--- config.mk ---
export PLATFORM = sky130hd
export DESIGN_NAME = div_arbiter_flat
export DESIGN_NICKNAME = d
export VERILOG_FILES = /design/src/rtl/div_arbiter_pkg.sv /design/src/rtl/div_arbiter_if.sv /design/src/rtl/div_arbiter_rr_arb2.sv /design/src/rtl/div_arbiter.sv /design/src/flat_wrapper.sv
export SDC_FILE = /design/constraint.sdc
export NUM_CORES = 1
export LEC_CHECK = 0
export ABC_CLOCK_PERIOD_IN_PS = 1700
export CORE_ASPECT_RATIO = 2
export CORE_UTILIZATION = 38
export DETAILED_ROUTE_END_ITERATION = 8
export PLACE_DENSITY = 0.76
export SYNTH_ARGS = -nofsm -noshare
export SYNTH_HDL_FRONTEND = slang
export SYNTH_SLANG_ARGS = --single-unit
export TNS_END_PERCENT = 1
--- constraint.sdc ---
create_clock -name clock -period 1.7 [get_ports clock]
set_input_delay 0.34 -clock clock [delete_from_list [all_inputs] [get_ports clock]]
set_output_delay 0.34 -clock clock [all_outputs]
set_load 0.05 [all_outputs]
--- src/rtl/div_arbiter_pkg.sv ---
// Shared types and constants for the divider arbiter.
package div_arbiter_pkg;

  typedef enum logic [1:0] {
    S_IDLE    = 2'd0,
    S_ISSUE   = 2'd1,
    S_WAIT    = 2'd2,
    S_DELIVER = 2'd3
  } state_e;

  // Requester port indices
  localparam logic P_SPEED = 1'b0;
  localparam logic P_AVG   = 1'b1;

  // Result reported on divide-by-zero or watchdog abort; sliced to WIDTH by users
  localparam int unsigned         MAX_WIDTH    = 64;
  localparam logic [MAX_WIDTH-1:0] DIV_ZERO_RES = '1;

endpackage

--- src/rtl/div_arbiter_if.sv ---
// Requester, divider and status signals of the divider arbiter.
interface div_arbiter_if #(
  parameter int WIDTH = 16
);
  logic             req0;
  logic [WIDTH-1:0] dividend0;
  logic [WIDTH-1:0] divisor0;
  logic             req1;
  logic [WIDTH-1:0] dividend1;
  logic [WIDTH-1:0] divisor1;
  logic             done0;
  logic [WIDTH-1:0] res0;
  logic             err0;
  logic             done1;
  logic [WIDTH-1:0] res1;
  logic             err1;
  logic             div_start;
  logic [WIDTH-1:0] div_dividend;
  logic [WIDTH-1:0] div_divisor;
  logic             div_busy;
  logic             div_ready;
  logic [WIDTH-1:0] div_res;
  logic             busy;

  // Arbiter view
  modport slave (
    input  req0, dividend0, divisor0, req1, dividend1, divisor1,
    input  div_busy, div_ready, div_res,
    output done0, res0, err0, done1, res1, err1,
    output div_start, div_dividend, div_divisor, busy
  );

  // Requesters/divider view
  modport master (
    output req0, dividend0, divisor0, req1, dividend1, divisor1,
    output div_busy, div_ready, div_res,
    input  done0, res0, err0, done1, res1, err1,
    input  div_start, div_dividend, div_divisor, busy
  );

endinterface

--- src/rtl/div_arbiter_rr_arb2.sv ---
// Two-input round-robin grant: combinational winner, registered last-grant pointer.
module div_arbiter_rr_arb2
  import div_arbiter_pkg::*;
(
  input  logic       clk_i,
  input  logic       rst_i,
  input  logic [1:0] req_i,
  input  logic       update_i,
  input  logic       update_idx_i,
  output logic       grant_valid_o,
  output logic       grant_idx_o
);

  logic last_q, last_d;

  // Winner selection: a tie goes to the port that was not granted last
  always_comb begin
    grant_valid_o = |req_i;
    grant_idx_o   = P_SPEED;
    if (req_i[0] && req_i[1]) begin
      grant_idx_o = ~last_q;
    end else if (req_i[1]) begin
      grant_idx_o = P_AVG;
    end
    last_d = update_i ? update_idx_i : last_q;
  end

  // Pointer starts at port 1 so port 0 wins the first tie
  always_ff @(posedge clk_i) begin
    if (rst_i) begin
      last_q <= P_AVG;
    end else begin
      last_q <= last_d;
    end
  end

endmodule

--- src/rtl/div_arbiter.sv ---
// Shares one iterative divider between the speed (port 0) and average-speed
// (port 1) units with a request/done handshake, divide-by-zero bypass and a
// watchdog on the divider.
module div_arbiter
  import div_arbiter_pkg::*;
#(
  parameter int WIDTH   = 16,
  parameter int TIMEOUT = 64,
  parameter int TO_W    = 7
) (
  input logic          clock,
  input logic          reset,
  div_arbiter_if.slave bus
);

  state_e           state_q, state_d;
  logic             idx_q, idx_d;
  logic [WIDTH-1:0] dividend_q, dividend_d;
  logic [WIDTH-1:0] divisor_q, divisor_d;
  logic [TO_W-1:0]  wd_q, wd_d;
  logic [WIDTH-1:0] res0_q, res0_d, res1_q, res1_d;
  logic             err0_q, err0_d, err1_q, err1_d;

  logic             wr_en;
  logic [WIDTH-1:0] wr_res;
  logic             wr_err;
  logic             grant_valid;
  logic             grant_idx;
  logic [WIDTH-1:0] sel_divisor;
  logic             unused_div_busy;

  // div_busy carries no control meaning; a ready without busy is accepted
  assign unused_div_busy = bus.div_busy;

  div_arbiter_rr_arb2 u_arb (
    .clk_i        (clock),
    .rst_i        (reset),
    .req_i        ({bus.req1, bus.req0}),
    .update_i     (state_q == S_DELIVER),
    .update_idx_i (idx_q),
    .grant_valid_o(grant_valid),
    .grant_idx_o  (grant_idx)
  );

  // Next-state logic; the winner's result is written on the edge entering DELIVER
  always_comb begin
    state_d     = state_q;
    idx_d       = idx_q;
    dividend_d  = dividend_q;
    divisor_d   = divisor_q;
    wd_d        = wd_q;
    wr_en       = 1'b0;
    wr_res      = '0;
    wr_err      = 1'b0;
    sel_divisor = (grant_idx == P_AVG) ? bus.divisor1 : bus.divisor0;

    case (state_q)
      S_IDLE: begin
        if (grant_valid) begin
          idx_d      = grant_idx;
          dividend_d = (grant_idx == P_AVG) ? bus.dividend1 : bus.dividend0;
          divisor_d  = sel_divisor;
          if (sel_divisor == '0) begin
            wr_en   = 1'b1;
            wr_res  = DIV_ZERO_RES[WIDTH-1:0];
            wr_err  = 1'b1;
            state_d = S_DELIVER;
          end else begin
            state_d = S_ISSUE;
          end
        end
      end
      S_ISSUE: begin
        wd_d    = '0;
        state_d = S_WAIT;
      end
      S_WAIT: begin
        wd_d = wd_q + TO_W'(1);
        // ready in the expiry cycle takes priority over the abort
        if (bus.div_ready) begin
          wr_en   = 1'b1;
          wr_res  = bus.div_res;
          state_d = S_DELIVER;
        end else if (wd_q == TO_W'(TIMEOUT - 1)) begin
          wr_en   = 1'b1;
          wr_res  = DIV_ZERO_RES[WIDTH-1:0];
          wr_err  = 1'b1;
          state_d = S_DELIVER;
        end
      end
      S_DELIVER: begin
        state_d = S_IDLE;
      end
      default: state_d = S_IDLE;
    endcase

    res0_d = res0_q;
    err0_d = err0_q;
    res1_d = res1_q;
    err1_d = err1_q;
    if (wr_en && (idx_d == P_SPEED)) begin
      res0_d = wr_res;
      err0_d = wr_err;
    end
    if (wr_en && (idx_d == P_AVG)) begin
      res1_d = wr_res;
      err1_d = wr_err;
    end
  end

  // State, operand latches, watchdog and per-port results
  always_ff @(posedge clock) begin
    if (reset) begin
      state_q    <= S_IDLE;
      idx_q      <= P_SPEED;
      dividend_q <= '0;
      divisor_q  <= '0;
      wd_q       <= '0;
      res0_q     <= '0;
      err0_q     <= 1'b0;
      res1_q     <= '0;
      err1_q     <= 1'b0;
    end else begin
      state_q    <= state_d;
      idx_q      <= idx_d;
      dividend_q <= dividend_d;
      divisor_q  <= divisor_d;
      wd_q       <= wd_d;
      res0_q     <= res0_d;
      err0_q     <= err0_d;
      res1_q     <= res1_d;
      err1_q     <= err1_d;
    end
  end

  assign bus.div_start    = (state_q == S_ISSUE);
  assign bus.div_dividend = dividend_q;
  assign bus.div_divisor  = divisor_q;
  assign bus.busy         = (state_q != S_IDLE);
  assign bus.done0        = (state_q == S_DELIVER) && (idx_q == P_SPEED);
  assign bus.done1        = (state_q == S_DELIVER) && (idx_q == P_AVG);
  assign bus.res0         = res0_q;
  assign bus.err0         = err0_q;
  assign bus.res1         = res1_q;
  assign bus.err1         = err1_q;

endmodule
--- src/flat_wrapper.sv ---
// flat-port wrapper written by rule: the top's interface ports become plain ports
module div_arbiter_flat import div_arbiter_pkg::*;
#(
  parameter int WIDTH   = 16,
  parameter int TIMEOUT = 64,
  parameter int TO_W    = 7
)
  (clock, reset, bus_req0, bus_dividend0, bus_divisor0, bus_req1, bus_dividend1, bus_divisor1, bus_div_busy, bus_div_ready, bus_div_res, bus_done0, bus_res0, bus_err0, bus_done1, bus_res1, bus_err1, bus_div_start, bus_div_dividend, bus_div_divisor, bus_busy);
  div_arbiter_if #(.WIDTH(WIDTH)) bus_i ();
  input logic clock;
  input logic reset;
  input wire logic [$bits(bus_i.req0)-1:0] bus_req0;
  input wire logic [$bits(bus_i.dividend0)-1:0] bus_dividend0;
  input wire logic [$bits(bus_i.divisor0)-1:0] bus_divisor0;
  input wire logic [$bits(bus_i.req1)-1:0] bus_req1;
  input wire logic [$bits(bus_i.dividend1)-1:0] bus_dividend1;
  input wire logic [$bits(bus_i.divisor1)-1:0] bus_divisor1;
  input wire logic [$bits(bus_i.div_busy)-1:0] bus_div_busy;
  input wire logic [$bits(bus_i.div_ready)-1:0] bus_div_ready;
  input wire logic [$bits(bus_i.div_res)-1:0] bus_div_res;
  output wire logic [$bits(bus_i.done0)-1:0] bus_done0;
  output wire logic [$bits(bus_i.res0)-1:0] bus_res0;
  output wire logic [$bits(bus_i.err0)-1:0] bus_err0;
  output wire logic [$bits(bus_i.done1)-1:0] bus_done1;
  output wire logic [$bits(bus_i.res1)-1:0] bus_res1;
  output wire logic [$bits(bus_i.err1)-1:0] bus_err1;
  output wire logic [$bits(bus_i.div_start)-1:0] bus_div_start;
  output wire logic [$bits(bus_i.div_dividend)-1:0] bus_div_dividend;
  output wire logic [$bits(bus_i.div_divisor)-1:0] bus_div_divisor;
  output wire logic [$bits(bus_i.busy)-1:0] bus_busy;
  assign bus_i.req0 = bus_req0;
  assign bus_i.dividend0 = bus_dividend0;
  assign bus_i.divisor0 = bus_divisor0;
  assign bus_i.req1 = bus_req1;
  assign bus_i.dividend1 = bus_dividend1;
  assign bus_i.divisor1 = bus_divisor1;
  assign bus_i.div_busy = bus_div_busy;
  assign bus_i.div_ready = bus_div_ready;
  assign bus_i.div_res = bus_div_res;
  assign bus_done0 = bus_i.done0;
  assign bus_res0 = bus_i.res0;
  assign bus_err0 = bus_i.err0;
  assign bus_done1 = bus_i.done1;
  assign bus_res1 = bus_i.res1;
  assign bus_err1 = bus_i.err1;
  assign bus_div_start = bus_i.div_start;
  assign bus_div_dividend = bus_i.div_dividend;
  assign bus_div_divisor = bus_i.div_divisor;
  assign bus_busy = bus_i.busy;
  div_arbiter #(.WIDTH(WIDTH), .TIMEOUT(TIMEOUT), .TO_W(TO_W)) u_core (.clock(clock), .reset(reset), .bus(bus_i));
endmodule
---- Word-level counts from Yosys, hierarchy flattened ----
Index checks and enable logic that the tools add are counted.
word-level totals
  register bits after elaboration ......... 77
  input port bits ......................... 86
  output and inout bits ................... 70
  word-level logic and storage cells ...... 56
cells by class
  add/subtract/negate cells ............... 1
  equality and inequality tests ........... 6
  muxes and demuxes ....................... 24
  bitwise gates (word level) .............. 3
  reductions and logical operators ........ 12
operator list
  kind                                                                     number
  16-bit 2-to-1 mux                                                        6
  16-bit one-hot mux with 2 select lines                                   1
  16-bit zero test                                                         1
  7-bit one-hot mux with 2 select lines                                    1
  1-bit 2-to-1 mux                                                         9
  2-bit 2-to-1 mux                                                         4
  2-bit one-hot mux with 4 select lines                                    1
  7-bit by 1-bit adder with 7-bit output, second input constant            1
  7-bit by 6-bit equality test with 1-bit output, second input constant    1
  1-bit logical AND                                                        5
  2-bit equality test, second input constant                               2
  1-bit one-hot mux with 2 select lines                                    2
  2-bit AND reduction                                                      2
  2-bit nonzero test                                                       2
  3-bit by 2-bit inequality test with 1-bit output, second input constant  1
  1-bit inverter                                                           3
  2-bit by 1-bit equality test with 1-bit output, second input constant    1
  2-bit zero test                                                          1
  2-bit by 1-bit inequality test with 1-bit output, second input constant  1
  2-bit OR reduction                                                       1

---- Logic depth before layout (Yosys ltp) ----
  depth after elaboration ................. 8
  mapped depth ............................ 9
  gate-level depth less buffers ........... 6

---- By module ----
A second synthesis with hierarchy kept.
unflattened totals
  cell total of the unflattened synthesis .. 367
  area total of the unflattened synthesis .. 3653.5 µm²
by module, submodules not included
  module               times used  cells each  area an instance (µm²)  sequential area each (µm²)
  div_arbiter          1           362         3604.7                  1521.5
  div_arbiter_rr_arb2  1           5           48.8                    20.0

---- Worst setup path before layout ----
No wires, ideal clock.
  path kind ............................... reg-to-reg
  start point ............................. register u_core.state_q[0]
  end point ............................... register u_core.res1_q[10] (netlist: u_core.bus.res1[10])
  library setup time ...................... 137 ps
  arrival time ............................ 1702 ps
  required time ........................... 1563 ps
  slack ................................... -139 ps
  stages on the path, launching flop included .. 9
  path buffers ............................ 2
  clock period less this slack ............ 1839 ps
  cells stage by stage .................... dfxtp_1 > inv_1 > ha_1 > o21a_1 > buf_2 > nand2_1 > o22ai_1 > clkbuf_1 > a221oi_1
between the ends
  longest elaborated chain between the ends .. 3
  elaborated cells between the ends (all ways) .. 6
  classes of those cells .................. eq/ne: 1; mux: 3; reduce/logical: 2
RTL lines
  item                                                                              RTL line            source
  start, declared                                                                   div_arbiter.sv:16   state_e state_q, state_d;
  start signal, assigned                                                            div_arbiter.sv:124  state_q <= state_d;
  2-bit equality test / 2-bit zero test (equally long branches)                     div_arbiter.sv:57   case (state_q)
  1-bit one-hot mux with 2 select lines / 1-bit 2-to-1 mux (equally long branches)  div_arbiter.sv:57
  1-bit logical AND                                                                 div_arbiter.sv:105  if (wr_en && (idx_d == P_AVG)) begin
  end signal, assigned                                                              div_arbiter.sv:131  res1_q <= res1_d;
  end, declared                                                                     div_arbiter.sv:21   logic [WIDTH-1:0] res0_q, res0_d, res1_q, res1_d;
Several ways; a longest one is shown, not always the timed one.
A chain may end at the register's enable or synchronous reset.

---- Worst setup path after layout ----
  start point ............................. input bus_divisor1[12]
  end point ............................... register u_core.res0_q[6] (netlist: u_core.bus.res0[6])
between the ends
  longest elaborated chain between the ends .. 6
  elaborated cells between the ends (all ways) .. 9
  classes of those cells .................. mux: 7; reduce/logical: 2
RTL lines
  item                                   RTL line            source
  start, declared                        flat_wrapper.sv:17  input wire logic [$bits(bus_i.divisor1)-1:0] bus_divisor1;
  16-bit 2-to-1 mux (*)                  div_arbiter.sv:55   sel_divisor = (grant_idx == P_AVG) ? bus.divisor1 : bus.divisor0;
  16-bit zero test (*)                   div_arbiter.sv:63   if (sel_divisor == '0) begin
  1-bit 2-to-1 mux                       div_arbiter.sv:63
  1-bit 2-to-1 mux                       div_arbiter.sv:59   if (grant_valid) begin
  1-bit one-hot mux with 2 select lines  div_arbiter.sv:57
  1-bit logical AND                      div_arbiter.sv:101  if (wr_en && (idx_d == P_SPEED)) begin
  end signal, assigned                   div_arbiter.sv:129  res0_q <= res0_d;
  end, declared                          div_arbiter.sv:21
Mark *: on every way between the ends. The rest lies on a longest branch, timed or not.

==> results.json <==
{
  "status": "finished, violations left",
  "violations": "DRC, setup timing",
  "cp_slowest_stage_delay_ps": 290,
  "synth_ff_type": "dfxtp_1",
  "ys_async_sr_fraction": 0,
  "ant_nets": 0,
  "firstDrtPassIters": 6,
  "yosys_warnings": 0,
  "vias_per_cell": 5.61,
  "die-height_um": 139,
  "synth_edf_count": 0,
  "worst_path_max_delay_cell": "nor4_4",
  "ys_ff_latch": 77,
  "hold_viol": 0,
  "crit_type": "input pin to flip-flop",
  "gp_congestion": 0.823,
  "fillCellCount": 713,
  "rows": 49,
  "maxSlewHeadroom": 0.675,
  "dp_hpwl_um": 8190,
  "grt_pass1_vias": 4277,
  "grt_pass1_wl_um": 19700,
  "crit_path_frequent_cell": "buf_4",
  "clock_latency_ps": 330,
  "seq_area_frac_synth": 0.431,
  "io_pins": 156,
  "final_cell_mix": "buf_4, dfxtp_1, nand2_1",
  "final.setup_skew_ps": 6.41,
  "worstHoldPathType": "input pin to flip-flop",
  "diodes": 0,
  "worstPathArrival_ps": 1940,
  "routed_wl_um": 12300,
  "grt-ovfl-total": 0,
  "worst_pin_slew_ps": 488,
  "netlist_area_mm2": 0.00358,
  "h-tree-depth": 3,
  "vias": 4109,
  "cap_violations": 0,
  "critPathTopFamily": "buffers and inverters",
  "io_buffers": 154,
  "maxSlewViolCount": 0,
  "drt-wirelength-per-cell_um": 16.8,
  "fin_ws_ps": -0.118,
  "layout_commonest_cell": "buf_4",
  "syn-instance-count": 439,
  "p_leak_nw": 2.58,
  "final_layout_size_suffix_gt1_frac": 0.325,
  "rsz0062_at_grt": "yes",
  "final_util": 0.692,
  "nNetsFinal": 718,
  "synth_cell_types": 36,
  "cp.required_ps": 1940,
  "area_growth_pct": 75.5,
  "cts_sinks": 77,
  "power_density_mw_per_mm2": 1540,
  "cts_root_buf": "clkbuf_16",
  "tns_ps": -0.118,
  "drt-initial-drc-count": 205,
  "dpl_worst_slack_ps": -749,
  "startpoint_type": "input pin",
  "initial_core_util": 0.395,
  "vdd_drop_max_uv": 960,
  "path_max_fanout": 8,
  "drc": 16,
  "cts_tree": "yes",
  "cts_buffers": 9,
  "setup_viol": 1,
  "clk_pin_slew_ps": 60,
  "cp_num_buf_inv": 4,
  "grt_max_degree": 39,
  "antenna_found_initial": 0,
  "clock_path_buffers": 2,
  "dieArea_mm2": 0.00984,
  "fmax_mhz": 588,
  "worstPathCellList": "clkdlybuf4s15_1 > nor4_4 > buf_4 > and4_4 > a222oi_1 > buf_4 > buf_12 > a221oi_2",
  "grt_use_total": 0.253,
  "place_area_mm2": 0.00540,
  "die_width_um": 70.6,
  "power_w": 0.00969,
  "period_needed_ps": 1700,
  "syn_nets": 531,
  "cp-end-kind": "flip-flop",
  "period_share": 1.00,
  "final_area_mm2": 0.00628,
  "avgSynthCellArea_um2": 8.15,
  "core_mm2": 0.00907
}
## per-layer routing
metal  track usage  vias to the layer above  wire [um]  share of wire
li1              -                     1950          -              -
met1         0.246                     1940       4350           0.35
met2         0.475                      173       6730           0.55
met3        0.0565                       46        714          0.058
met4         0.143                        0        529          0.043
met5             0                        -          0              0
## repair_timing
item                       4_1_cts  5_1_grt
gates cloned                     5        0
hold buffers                     0        0
buffers inserted                 8        1
pin swaps                       20       26
resized for setup              101       23
setup endpoints to repair       38       51
## area by class of cell
cell class | instances | area (um^2) | area share
multi-input cells | 291 | 2170 | 0.345
inverters | 39 | 146 | 0.0233
clock inverters | 3 | 42.5 | 0.00677
well taps | 102 | 128 | 0.0203
flip-flops and latches | 77 | 1550 | 0.246
clock buffers | 13 | 270 | 0.0430
repair buffers | 208 | 1980 | 0.316
## tightest hold or removal path: cells and delay by family
kind	cells	cell delay (ps)
AOI/OAI and AO/OA	1	80
and+or+nand+nor	1	60
buffers and inverters	1	120
## flip-flops by register name, summed over array words and instances (netlist names)
signal                   cells
u_core.bus.div_dividend     16
u_core.bus.div_divisor      16
u_core.bus.err0              1
u_core.bus.err1              1
u_core.bus.res0             16
u_core.bus.res1             16
u_core.idx_q                 1
u_core.state_q               2
u_core.u_arb.last_q          1
u_core.wd_q                  7
## final timing paths
check / to / cells after the start / slack [ps] / startpoint
max: u_core.bus.res0[6]$_SDFFE_PP0P_ / 8 / -0.1 / bus_divisor1[12]
min: u_core.bus.div_divisor[14]$_SDFFE_PP0P_ / 3 / 330 / bus_divisor0[14]
max reg2reg: u_core.bus.res1[6]$_SDFFE_PP0P_ / 8 / 10 / u_core.state_q[0]$_SDFFE_PP0P_
min reg2reg: u_core.bus.res1[6]$_SDFFE_PP0P_ / 2 / 490 / u_core.bus.res1[6]$_SDFFE_PP0P_
## cells by family after synthesis
| group | Yosys count | share of synthesized area |
|---|---|---|
| XOR/XNOR | 4 | 0.00979 |
| adder cells (fa/ha/maj) | 6 | 0.0210 |
| AND/OR/NAND/NOR | 154 | 0.175 |
| buffers and inverters | 72 | 0.0783 |
| AO/OA/AOI/OAI | 125 | 0.282 |
| flip-flops | 77 | 0.431 |
| multiplexers | 1 | 0.00280 |
## cell usage after synthesis, types with 2 or more instances
master / number / area [um^2]
a21oi_1: 4 / 20.0
o22ai_1: 3 / 18.8
a21o_1: 34 / 255
buf_1: 4 / 15.0
nand4_1: 3 / 18.8
a311oi_1: 32 / 280
o21bai_1: 2 / 15.0
xor2_1: 3 / 26.3
dfxtp_1: 77 / 1540
clkbuf_1: 21 / 78.8
o21ai_0: 4 / 20.0
or3_1: 3 / 18.8
buf_2: 8 / 40.0
nand2_1: 72 / 270
a221oi_1: 34 / 298
nor4_1: 8 / 50.1
nor2_1: 64 / 240
and4_1: 2 / 17.5
inv_1: 39 / 146
ha_1: 6 / 75.1
## report_power, final
part	total, W	switching (W)	internal [W]
registers	0.00241	0.000221	0.00219
logic	0.00529	0.00322	0.00208
clock network	0.00198	0.000727	0.00126
## metrics by stage
stage / hold WS [ps] / cells
2_1_floorplan: 453 / 439
3_3_place_gp: 461 / 705
3_5_place_dp: 479 / 705
4_1_cts: 375 / 732
5_1_grt: 328 / 733
6_report: 327 / 733
No activity file was read; power rests on OpenSTA's default activity.
